<file path="config.mk">
export PLATFORM = sky130hd
export DESIGN_NAME = reg_writeback_flat
export DESIGN_NICKNAME = d
export VERILOG_FILES = /design/src/rtl/reg_writeback_pkg.sv /design/src/rtl/reg_writeback_if.sv /design/src/rtl/reg_writeback_wb_fifo.sv /design/src/rtl/reg_writeback.sv /design/src/flat_wrapper.sv
export SDC_FILE = /design/constraint.sdc
export NUM_CORES = 1
export LEC_CHECK = 0
export CAP_MARGIN = 20
export CORE_UTILIZATION = 57
export DETAILED_ROUTE_END_ITERATION = 6
export DONT_BUFFER_PORTS = 1
export HOLD_SLACK_MARGIN = 0.15
export PLACE_DENSITY = 0.75
export SYNTH_ARGS = -nofsm -noshare
export SYNTH_HDL_FRONTEND = slang
export SYNTH_SLANG_ARGS = --single-unit
export TNS_END_PERCENT = 1
</file>
<file path="constraint.sdc">
create_clock -name CLK -period 2.5 [get_ports CLK]
set_input_delay 0.5 -clock CLK [delete_from_list [all_inputs] [get_ports CLK]]
set_output_delay 0.5 -clock CLK [all_outputs]
set_load 0.02 [all_outputs]
</file>
<file path="src/rtl/reg_writeback_pkg.sv">
// Shared types and widths for the register writeback stage.
//   REG_ADDR_W : register index width
//   XLEN       : register data width
//   NUM_REGS   : architectural register count (width of the pending vector)
//   wb_entry_t : one queued register write {rd, data}
package reg_writeback_pkg;

    localparam int unsigned REG_ADDR_W = 5;
    localparam int unsigned XLEN       = 32;
    localparam int unsigned NUM_REGS   = 1 << REG_ADDR_W;

    typedef struct packed {
        logic [REG_ADDR_W-1:0] rd;
        logic [XLEN-1:0]       data;
    } wb_entry_t;

endpackage

</file>
<file path="src/rtl/reg_writeback_if.sv">
// Bus bundle for reg_writeback: two producer channels (ALU, memory) with
// valid/ready handshakes and the register-file write port.
//   master : producer / register-file side (drives valid, rd, data)
//   slave  : the writeback stage (drives ready and the rf_* write port)
// Optional: REG_WB_PENDING_EN adds the 32-bit pending scoreboard output.
interface reg_writeback_if;
    import reg_writeback_pkg::*;

    logic                  alu_valid;
    logic                  alu_ready;
    logic [REG_ADDR_W-1:0] alu_rd;
    logic [XLEN-1:0]       alu_data;

    logic                  mem_valid;
    logic                  mem_ready;
    logic [REG_ADDR_W-1:0] mem_rd;
    logic [XLEN-1:0]       mem_data;

    logic                  rf_we;
    logic [REG_ADDR_W-1:0] rf_addr;
    logic [XLEN-1:0]       rf_wdata;
`ifdef REG_WB_PENDING_EN
    logic [NUM_REGS-1:0]   pending;
`endif

    modport master (
        output alu_valid, alu_rd, alu_data,
        input  alu_ready,
        output mem_valid, mem_rd, mem_data,
        input  mem_ready,
`ifdef REG_WB_PENDING_EN
        input  pending,
`endif
        input  rf_we, rf_addr, rf_wdata
    );

    modport slave (
        input  alu_valid, alu_rd, alu_data,
        output alu_ready,
        input  mem_valid, mem_rd, mem_data,
        output mem_ready,
`ifdef REG_WB_PENDING_EN
        output pending,
`endif
        output rf_we, rf_addr, rf_wdata
    );

endinterface

</file>
<file path="src/rtl/reg_writeback_wb_fifo.sv">
// wb_fifo: small synchronous FIFO of wb_entry_t used per producer channel.
//   clk, rst_n : clock, async active-low reset
//   push       : enqueue wr_entry (caller guarantees !full)
//   pop        : dequeue head (caller guarantees !empty)
//   head       : oldest entry, valid while !empty
//   full       : registered; high during reset and whenever occupancy == DEPTH
//   empty      : occupancy == 0
// DEPTH must be a power of two >= 2 so pointers wrap naturally.
module wb_fifo
    import reg_writeback_pkg::*;
#(
    parameter int unsigned DEPTH = 4
) (
    input  logic      clk,
    input  logic      rst_n,
    input  logic      push,
    input  logic      pop,
    input  wb_entry_t wr_entry,
    output wb_entry_t head,
    output logic      full,
    output logic      empty
);

    localparam int unsigned PTR_W = $clog2(DEPTH);
    localparam int unsigned CNT_W = $clog2(DEPTH + 1);

    wb_entry_t        slots [DEPTH];
    logic [PTR_W-1:0] wr_ptr;
    logic [PTR_W-1:0] rd_ptr;
    logic [CNT_W-1:0] count;
    logic [CNT_W-1:0] count_nxt;

    // Next occupancy; full is derived from it so it is a plain register.
    always_comb begin
        count_nxt = count;
        case ({push, pop})
            2'b10:   count_nxt = count + CNT_W'(1);
            2'b01:   count_nxt = count - CNT_W'(1);
            default: count_nxt = count;
        endcase
    end

    // Pointers, occupancy and full flag; full reads high in reset so no
    // producer sees space until the first edge after release.
    always_ff @(posedge clk or negedge rst_n) begin
        if (!rst_n) begin
            wr_ptr <= '0;
            rd_ptr <= '0;
            count  <= '0;
            full   <= 1'b1;
        end else begin
            if (push) wr_ptr <= wr_ptr + PTR_W'(1);
            if (pop)  rd_ptr <= rd_ptr + PTR_W'(1);
            count <= count_nxt;
            full  <= (count_nxt == CNT_W'(DEPTH));
        end
    end

    // Payload storage needs no reset; occupancy guards every read.
    always_ff @(posedge clk) begin
        if (push) slots[wr_ptr] <= wr_entry;
    end

    assign head  = slots[rd_ptr];
    assign empty = (count == '0);

endmodule

</file>
<file path="src/rtl/reg_writeback.sv">
// reg_writeback: buffers ALU and load results in per-channel FIFOs, arbitrates
// between them (memory preferred, ALU forced after STARVE_LIMIT consecutive
// memory grants) and issues at most one registered register-file write per
// cycle. Writes to register 0 complete the handshake but are dropped.
//   CLK, RSTN : clock, async active-low reset
//   bus       : reg_writeback_if.slave (channel handshakes + rf write port)
// Parameters: DEPTH (per-channel FIFO entries, power of two >= 2),
//             STARVE_LIMIT (>= 1).
// Optional: REG_WB_PENDING_EN enables the pending-register vector.
module reg_writeback
    import reg_writeback_pkg::*;
#(
    parameter int unsigned DEPTH        = 4,
    parameter int unsigned STARVE_LIMIT = 3
) (
    input  logic           CLK,
    input  logic           RSTN,
    reg_writeback_if.slave bus
);

    localparam int unsigned STARVE_W = $clog2(STARVE_LIMIT + 1);

    wb_entry_t alu_in;
    wb_entry_t mem_in;
    wb_entry_t alu_head;
    wb_entry_t mem_head;
    logic      alu_push;
    logic      mem_push;
    logic      alu_pop;
    logic      mem_pop;
    logic      alu_full;
    logic      mem_full;
    logic      alu_empty;
    logic      mem_empty;

    logic [STARVE_W-1:0]   starve_q;
    logic [STARVE_W-1:0]   starve_nxt;
    logic                  rf_we_q;
    logic [REG_ADDR_W-1:0] rf_addr_q;
    logic [XLEN-1:0]       rf_wdata_q;

    // Handshake: ready comes straight from the registered full flag.
    assign bus.alu_ready = !alu_full;
    assign bus.mem_ready = !mem_full;

    assign alu_in = '{rd: bus.alu_rd, data: bus.alu_data};
    assign mem_in = '{rd: bus.mem_rd, data: bus.mem_data};

    // rd == 0 transfers are acknowledged but never enqueued.
    assign alu_push = bus.alu_valid && bus.alu_ready && (bus.alu_rd != '0);
    assign mem_push = bus.mem_valid && bus.mem_ready && (bus.mem_rd != '0);

    wb_fifo #(.DEPTH(DEPTH)) u_alu_fifo (
        .clk      (CLK),
        .rst_n    (RSTN),
        .push     (alu_push),
        .pop      (alu_pop),
        .wr_entry (alu_in),
        .head     (alu_head),
        .full     (alu_full),
        .empty    (alu_empty)
    );

    wb_fifo #(.DEPTH(DEPTH)) u_mem_fifo (
        .clk      (CLK),
        .rst_n    (RSTN),
        .push     (mem_push),
        .pop      (mem_pop),
        .wr_entry (mem_in),
        .head     (mem_head),
        .full     (mem_full),
        .empty    (mem_empty)
    );

    // Arbitration and starve-counter update.
    always_comb begin
        alu_pop    = 1'b0;
        mem_pop    = 1'b0;
        starve_nxt = starve_q;

        if (!alu_empty && !mem_empty) begin
            if (starve_q == STARVE_W'(STARVE_LIMIT)) alu_pop = 1'b1;
            else                                     mem_pop = 1'b1;
        end else if (!alu_empty) begin
            alu_pop = 1'b1;
        end else if (!mem_empty) begin
            mem_pop = 1'b1;
        end

        if (alu_empty || alu_pop) begin
            starve_nxt = '0;
        end else if (mem_pop && (starve_q != STARVE_W'(STARVE_LIMIT))) begin
            starve_nxt = starve_q + STARVE_W'(1);
        end
    end

    // Registered write port; address/data hold when nothing is granted.
    always_ff @(posedge CLK or negedge RSTN) begin
        if (!RSTN) begin
            rf_we_q    <= 1'b0;
            rf_addr_q  <= '0;
            rf_wdata_q <= '0;
            starve_q   <= '0;
        end else begin
            rf_we_q  <= alu_pop || mem_pop;
            starve_q <= starve_nxt;
            if (alu_pop) begin
                rf_addr_q  <= alu_head.rd;
                rf_wdata_q <= alu_head.data;
            end else if (mem_pop) begin
                rf_addr_q  <= mem_head.rd;
                rf_wdata_q <= mem_head.data;
            end
        end
    end

    assign bus.rf_we    = rf_we_q;
    assign bus.rf_addr  = rf_addr_q;
    assign bus.rf_wdata = rf_wdata_q;

`ifdef REG_WB_PENDING_EN
    logic [NUM_REGS-1:0] pending_q;
    logic [NUM_REGS-1:0] pend_set;
    logic [NUM_REGS-1:0] pend_clr;

    // Set on acceptance, clear once the write cycle has completed.
    always_comb begin
        pend_set = '0;
        pend_clr = '0;
        if (alu_push) pend_set[bus.alu_rd] = 1'b1;
        if (mem_push) pend_set[bus.mem_rd] = 1'b1;
        if (rf_we_q)  pend_clr[rf_addr_q]  = 1'b1;
    end

    // Set wins over a same-cycle clear of the same register.
    always_ff @(posedge CLK or negedge RSTN) begin
        if (!RSTN) pending_q <= '0;
        else       pending_q <= (pending_q & ~pend_clr) | pend_set;
    end

    assign bus.pending = pending_q;
`endif

endmodule

</file>
<file path="src/flat_wrapper.sv">
// flat-port wrapper written by rule: the top's interface ports become plain ports
module reg_writeback_flat import reg_writeback_pkg::*;
#(
    parameter int unsigned DEPTH        = 4,
    parameter int unsigned STARVE_LIMIT = 3
)
  (CLK, RSTN, bus_alu_valid, bus_alu_rd, bus_alu_data, bus_alu_ready, bus_mem_valid, bus_mem_rd, bus_mem_data, bus_mem_ready, bus_rf_we, bus_rf_addr, bus_rf_wdata);
  reg_writeback_if bus_i ();
  input  logic CLK;
  input  logic RSTN;
  input wire logic [$bits(bus_i.alu_valid)-1:0] bus_alu_valid;
  input wire logic [$bits(bus_i.alu_rd)-1:0] bus_alu_rd;
  input wire logic [$bits(bus_i.alu_data)-1:0] bus_alu_data;
  output wire logic [$bits(bus_i.alu_ready)-1:0] bus_alu_ready;
  input wire logic [$bits(bus_i.mem_valid)-1:0] bus_mem_valid;
  input wire logic [$bits(bus_i.mem_rd)-1:0] bus_mem_rd;
  input wire logic [$bits(bus_i.mem_data)-1:0] bus_mem_data;
  output wire logic [$bits(bus_i.mem_ready)-1:0] bus_mem_ready;
  output wire logic [$bits(bus_i.rf_we)-1:0] bus_rf_we;
  output wire logic [$bits(bus_i.rf_addr)-1:0] bus_rf_addr;
  output wire logic [$bits(bus_i.rf_wdata)-1:0] bus_rf_wdata;
  assign bus_i.alu_valid = bus_alu_valid;
  assign bus_i.alu_rd = bus_alu_rd;
  assign bus_i.alu_data = bus_alu_data;
  assign bus_alu_ready = bus_i.alu_ready;
  assign bus_i.mem_valid = bus_mem_valid;
  assign bus_i.mem_rd = bus_mem_rd;
  assign bus_i.mem_data = bus_mem_data;
  assign bus_mem_ready = bus_i.mem_ready;
  assign bus_rf_we = bus_i.rf_we;
  assign bus_rf_addr = bus_i.rf_addr;
  assign bus_rf_wdata = bus_i.rf_wdata;
  reg_writeback #(.DEPTH(DEPTH), .STARVE_LIMIT(STARVE_LIMIT)) u_core (.CLK(CLK), .RSTN(RSTN), .bus(bus_i));
endmodule
</file>
# Word level (Yosys, flattened, before mapping)
# Memory sizes are Yosys's and may differ from the RTL's.
# Cells that the tools add are included.
# totals
register_bits,56
memories,2
mem_bits_rw,296
# memory_table
memory,words,word_bits,rd,rd_ports_with_merged_regs,write_ports,line,text
u_core.u_alu_fifo.slots,4,37,1,0,1,reg_writeback_wb_fifo.sv:27,wb_entry_t slots [DEPTH];
u_core.u_mem_fifo.slots,4,37,1,0,1,reg_writeback_wb_fifo.sv:27,
# classes
addsub,9
reduce_logical,18
eq_ne,8
mux,19
# ops
cell,n
$mux W32,2
$pmux W3 S2,2
$mux W1,11
$add A2 B1 Y2 const B,5
$mux W5,2
$reduce_bool A5 Y1,2
$add A3 B1 Y3 const B,2
$eq A2 B2 Y1 const B,3
$eq A3 B3 Y1 const B,2
$logic_and A1 B1 Y1,6
$logic_not A3 Y1,2
$sub A3 B1 Y3 const B,2
$eq A2 B1 Y1 const B,2
$logic_not A1 Y1,4
$mux W2,2
$reduce_bool A2 Y1,2
$logic_or A1 B1 Y1,2
$ne A2 B2 Y1 const B,1

# Depth between registers and ports, before layout
# Gate-level depths: netlist (run 1).
# logic_depth
word_depth,7
mapped_depth,10
depth_no_buf,9

# By module
# Synthesis (run 1) repeated with hierarchy kept, for this count alone.
# unflattened
hier_cells,697
hier_area_um2,14017.2
# modules_own_cells
mod,n_inst,area_per_inst_um2,cells_each
wb_fifo,2,5776.8,234
reg_writeback,1,2463.6,229

# Worst setup path after synthesis (run 1)
# No wires, ideal clock.
# synth_timing
path_type,input port to flip-flop
from,input port bus_mem_rd[1]
to,register u_core.u_mem_fifo.full
path_slack_ps,-143
setup_time_ps,89
n_path_buf,0
t_required_ps,2411
cell_stages,9
t_arrival_ps,2554
cell_sequence,or3_1 o311a_1 inv_1 ha_1 inv_1 fa_1 xor2_1 or3_1 a211oi_1
# synth_via
elab_chain_len,5
word_cells_on_any_way,6
cone_classes,eq/ne (3); mux (1); reduce/logical (2)
# synth_lines
element,line,text
from (decl),flat_wrapper.sv:16,input wire logic [$bits(bus_i.mem_rd)-1:0] bus_mem_rd;
$reduce_bool A5 Y1 *,reg_writeback.sv:51,assign mem_push = bus.mem_valid && bus.mem_ready && (bus.mem_rd != '0);
$logic_and A1 B1 Y1 *,reg_writeback.sv:51,
$eq A2 B1 Y1 or $eq A2 B2 Y1 (tied branches),reg_writeback_wb_fifo.sv:36,"case ({push, pop})"
$pmux W3 S2 *,reg_writeback_wb_fifo.sv:36,
$eq A3 B3 Y1 *,reg_writeback_wb_fifo.sv:55,full <= (count_nxt == CNT_W'(DEPTH));
to (signal assigned),reg_writeback_wb_fifo.sv:55,
to (decl),reg_writeback_wb_fifo.sv:20,"output logic full,"
# Mark *: on every way between the ends. The rest lies on a longest branch, timed or not.
# A chain may end at the register's enable or synchronous reset.

# Worst setup path in the final report (run 1)
# layout_timing
from,register u_core.u_alu_fifo.count[2]
to,register u_core.u_mem_fifo.full
# layout_via
elab_chain_len,7
word_cells_on_any_way,9
cone_classes,eq/ne (3); mux (3); reduce/logical (3)
# layout_lines
element,line,text
from (decl),reg_writeback_wb_fifo.sv:30,logic [CNT_W-1:0] count;
from (signal assigned),reg_writeback_wb_fifo.sv:54,count <= count_nxt;
$logic_not A3 Y1 *,reg_writeback_wb_fifo.sv:65,assign empty = (count == '0);
$logic_not A1 Y1,reg_writeback.sv:81,if (!alu_empty && !mem_empty) begin
$logic_and A1 B1 Y1,reg_writeback.sv:81,
$mux W1 *,reg_writeback.sv:81,
$eq A2 B1 Y1 or $eq A2 B2 Y1 (tied branches),reg_writeback_wb_fifo.sv:36,
$pmux W3 S2 *,reg_writeback_wb_fifo.sv:36,
$eq A3 B3 Y1 *,reg_writeback_wb_fifo.sv:55,
# Marked as above.

==> results of run 1 <==
==> per-stage QoR <==
stage,total power [mW],TNS [ps],instances
floorplan,13.6,-286,697
global placement,15.1,-253,1018
detailed placement,15.5,-442,1018
CTS,20.8,0,1158
global route,21.6,0,1160
finish,20.7,0,1160
==> metal layers <==
metal	track usage [%]	wire [µm]
met1	28.3	10600
met2	40.4	14900
met3	5.75	1760
met4	8.38	903
met5	0	0
==> flip-flops by register name, indices dropped and copies added, names as in the netlist, 3 cells and up <==
name,count
u_core.u_mem_fifo.slots,148
u_core.u_alu_fifo.count,3
u_core.bus.rf_wdata,32
u_core.u_mem_fifo.count,3
u_core.bus.rf_addr,5
u_core.u_alu_fifo.slots,148
==> power breakdown <==
part           total (mW)  internal (mW)  leakage [nW]  switching, mW
combinational        6.67           2.97          1.83           3.70
clock                5.10           3.03         0.544           2.07
sequential           8.90           7.86          3.36           1.03
total                20.7           13.9          5.74           6.80
==> worst max-delay path: stages (launching register included) <==
cell and delay [ps]:
dfrtp_1 380, or3_4 420, a21oi_4 210, ha_2 210
inv_1 50, fa_1 370, xor2_1 160, or3_4 340
a211oi_2 190
==> layout make-up <==
type                       count  area share, %
sequential                   352           62.3
multi-input combinational    283           20.8
timing repair buffer         119           7.27
clock buffer                  55           6.19
tap                          324           2.45
clock inverter                 9          0.575
inverter                      16          0.363
antenna                        2         0.0303
==> cells in the final DEF, fill, tap and decap left out, drive strengths merged, types with 5 or more instances in the layout <==
cell,synthesis,layout
a211oi,76,76
and2,8,8
buf,29,44
clkbuf,17,55
clkinv,0,7
dfrtp,54,54
dlygate4sd3,0,75
edfxtp,296,296
ha,11,11
inv,16,16
mux2i,37,37
mux4,74,74
nand2,5,5
nor3,39,39
o21ai,5,5
or3,6,6
xnor2,6,6
==> worst paths after layout <==
check | depth (start not counted) | slack, ps | start | to
worst min-delay path | 3 | 400 | bus_alu_valid | u_core.u_alu_fifo.wr_ptr[0]
worst min register to register | 1 | 450 | u_core.starve_q[0] | u_core.starve_q[0]
min in group asynchronous | 2 | 600 | RSTN | u_core.bus.rf_wdata[5]
worst max register to register | 8 | 60 | u_core.u_alu_fifo.count[2] | u_core.u_mem_fifo.full
worst max-delay path | 8 | 60 | u_core.u_alu_fifo.count[2] | u_core.u_mem_fifo.full
max in group asynchronous | 2 | 1590 | RSTN | u_core.u_mem_fifo.full
==> repair_timing <==
action                     4_1_cts  5_1_grt
hold endpoints to repair       352        0
resized for setup                3        5
setup buffers                    0        1
setup endpoints to repair        1        2
pin swaps                        2        4
hold buffers                    76        0
==> logic make-up after synthesis <==
family	count (synthesis)	share of synthesized area [%]
compound gates	86	5.26
xor+xnor	10	0.625
fa+ha+maj	13	1.27
buf+inv	62	2.45
flops	352	73.4
mux	113	14.7
simple gates	61	2.30
==> flow_metrics.env, run 1 <==
export IMPL_worst_clock_skew_ps=23.0
export IMPL_finalInstanceArea_um2=16500
export IMPL_gp_congestion=0.853
export IMPL_finalSetupViolations=0
export IMPL_post_drt_wl_per_cell_um=24.3
export IMPL_synthCells=697
export IMPL_place_hpwl_mm=17.8
export IMPL_overflow=0
export IMPL_yosys_warnings=0
export IMPL_required_ps=2920
export IMPL_p_leak_nw=5.74
export IMPL_worstSkewPairLatency_ps=520
export IMPL_layout_nets=900
export IMPL_globalRouteTotalUtil_pct=23.2
export IMPL_vdd_ir_drop_max_mv=0.706
export IMPL_vias_per_cell=5.99
export IMPL_area_growth_pct=17.9
export IMPL_dieArea_um2=25200
export IMPL_cts_root_buf="clkbuf_16"
export IMPL_grt_max_degree=78
export IMPL_seqCellArea_um2=10300
export IMPL_io_buffers=0
export IMPL_drt_pass1_iterations=7
export IMPL_hold_path_class="input pin to flip-flop"
export IMPL_wirelength_mm=28.2
export IMPL_fillers=1549
export IMPL_fmax_ghz=0.410
export IMPL_synthArstFlopShare_pct=15.9
export IMPL_ys_top_cells_by_count="edfxtp_1, mux4_2, a211oi_1, dfrtp_1, nor3_1"
export IMPL_drt_iter0_drc=506
export IMPL_start_util_pct=57.8
export IMPL_timing_final_crit_share_pct=97.6
export IMPL_synth_avg_cell_area_um2=20.1
export IMPL_power_density_nw_per_um2=1250
export IMPL_drc=0
export IMPL_h_tree_depth=2
export IMPL_tightest_slew_ps=649
export IMPL_start_kind="flip-flop"
export IMPL_yosysSeqAreaShare_pct=73.4
export IMPL_grt_pass1_wl_mm=44.0
export IMPL_clkTransAtPathRegs_ps=60
export IMPL_fin_hold_ws_ps=397
export IMPL_grt_setup_unrepaired="no"
export IMPL_synth_enable_flop_cells=296
export IMPL_cts_buffer_depth=3
export IMPL_yosysTopAreaCell="edfxtp_1"
export IMPL_cap_violations=0
export IMPL_fp_dieW_um=159
export IMPL_slew_headroom_pct=56.7
export IMPL_layout_drive_gt1_share_pct=24.1
export IMPL_cp_arrival_ps=2860
export IMPL_core_um2=24200
export IMPL_placed_area_um2=14600
export IMPL_outcome="completed"
export IMPL_rows=57
export IMPL_antenna_found_initial=2
export IMPL_syn_area_um2=14000
export IMPL_synth_area_top_cells="edfxtp_1, mux4_2, dfrtp_1, a211oi_1, mux2i_1"
export IMPL_ys_types=32
export IMPL_chipHeight_um=159
export IMPL_grt_pass1_vias=7579
export IMPL_clock_sinks=352
export IMPL_multi_input_area_um2=3440
export IMPL_ant_nets=0
export IMPL_slew_viol_final=0
export IMPL_post_place_ws_ps=-242
export IMPL_critPathMaxFanout=4
export IMPL_synthFlopType="edfxtp_1"
export IMPL_cts_tree="yes"
export IMPL_hold_viol=0
export IMPL_finish_utilization_pct=68.2
export IMPL_io_pins=118
export IMPL_synth_top_area_share_pct=63.4
export IMPL_worstSetupPathType="flip-flop to flip-flop"
export IMPL_numCtsBuffers=37
export IMPL_ys_seq_elements=352
export IMPL_period_minus_slack_ps=2440
export IMPL_setup_slack_ps=58.9
export IMPL_syn_num_nets=788
export IMPL_cp_end_kind="flip-flop"
export IMPL_vias=6950
export IMPL_yosysMostFrequentCell="edfxtp_1"
Power figures use the tool's default switching activity.
==> run 2, diff against run 1 <==
Settings changed: CAP_MARGIN 20 to 40.
==> results of run 2 <==
Final layout, timing and power as in run 1 (identical DEF).
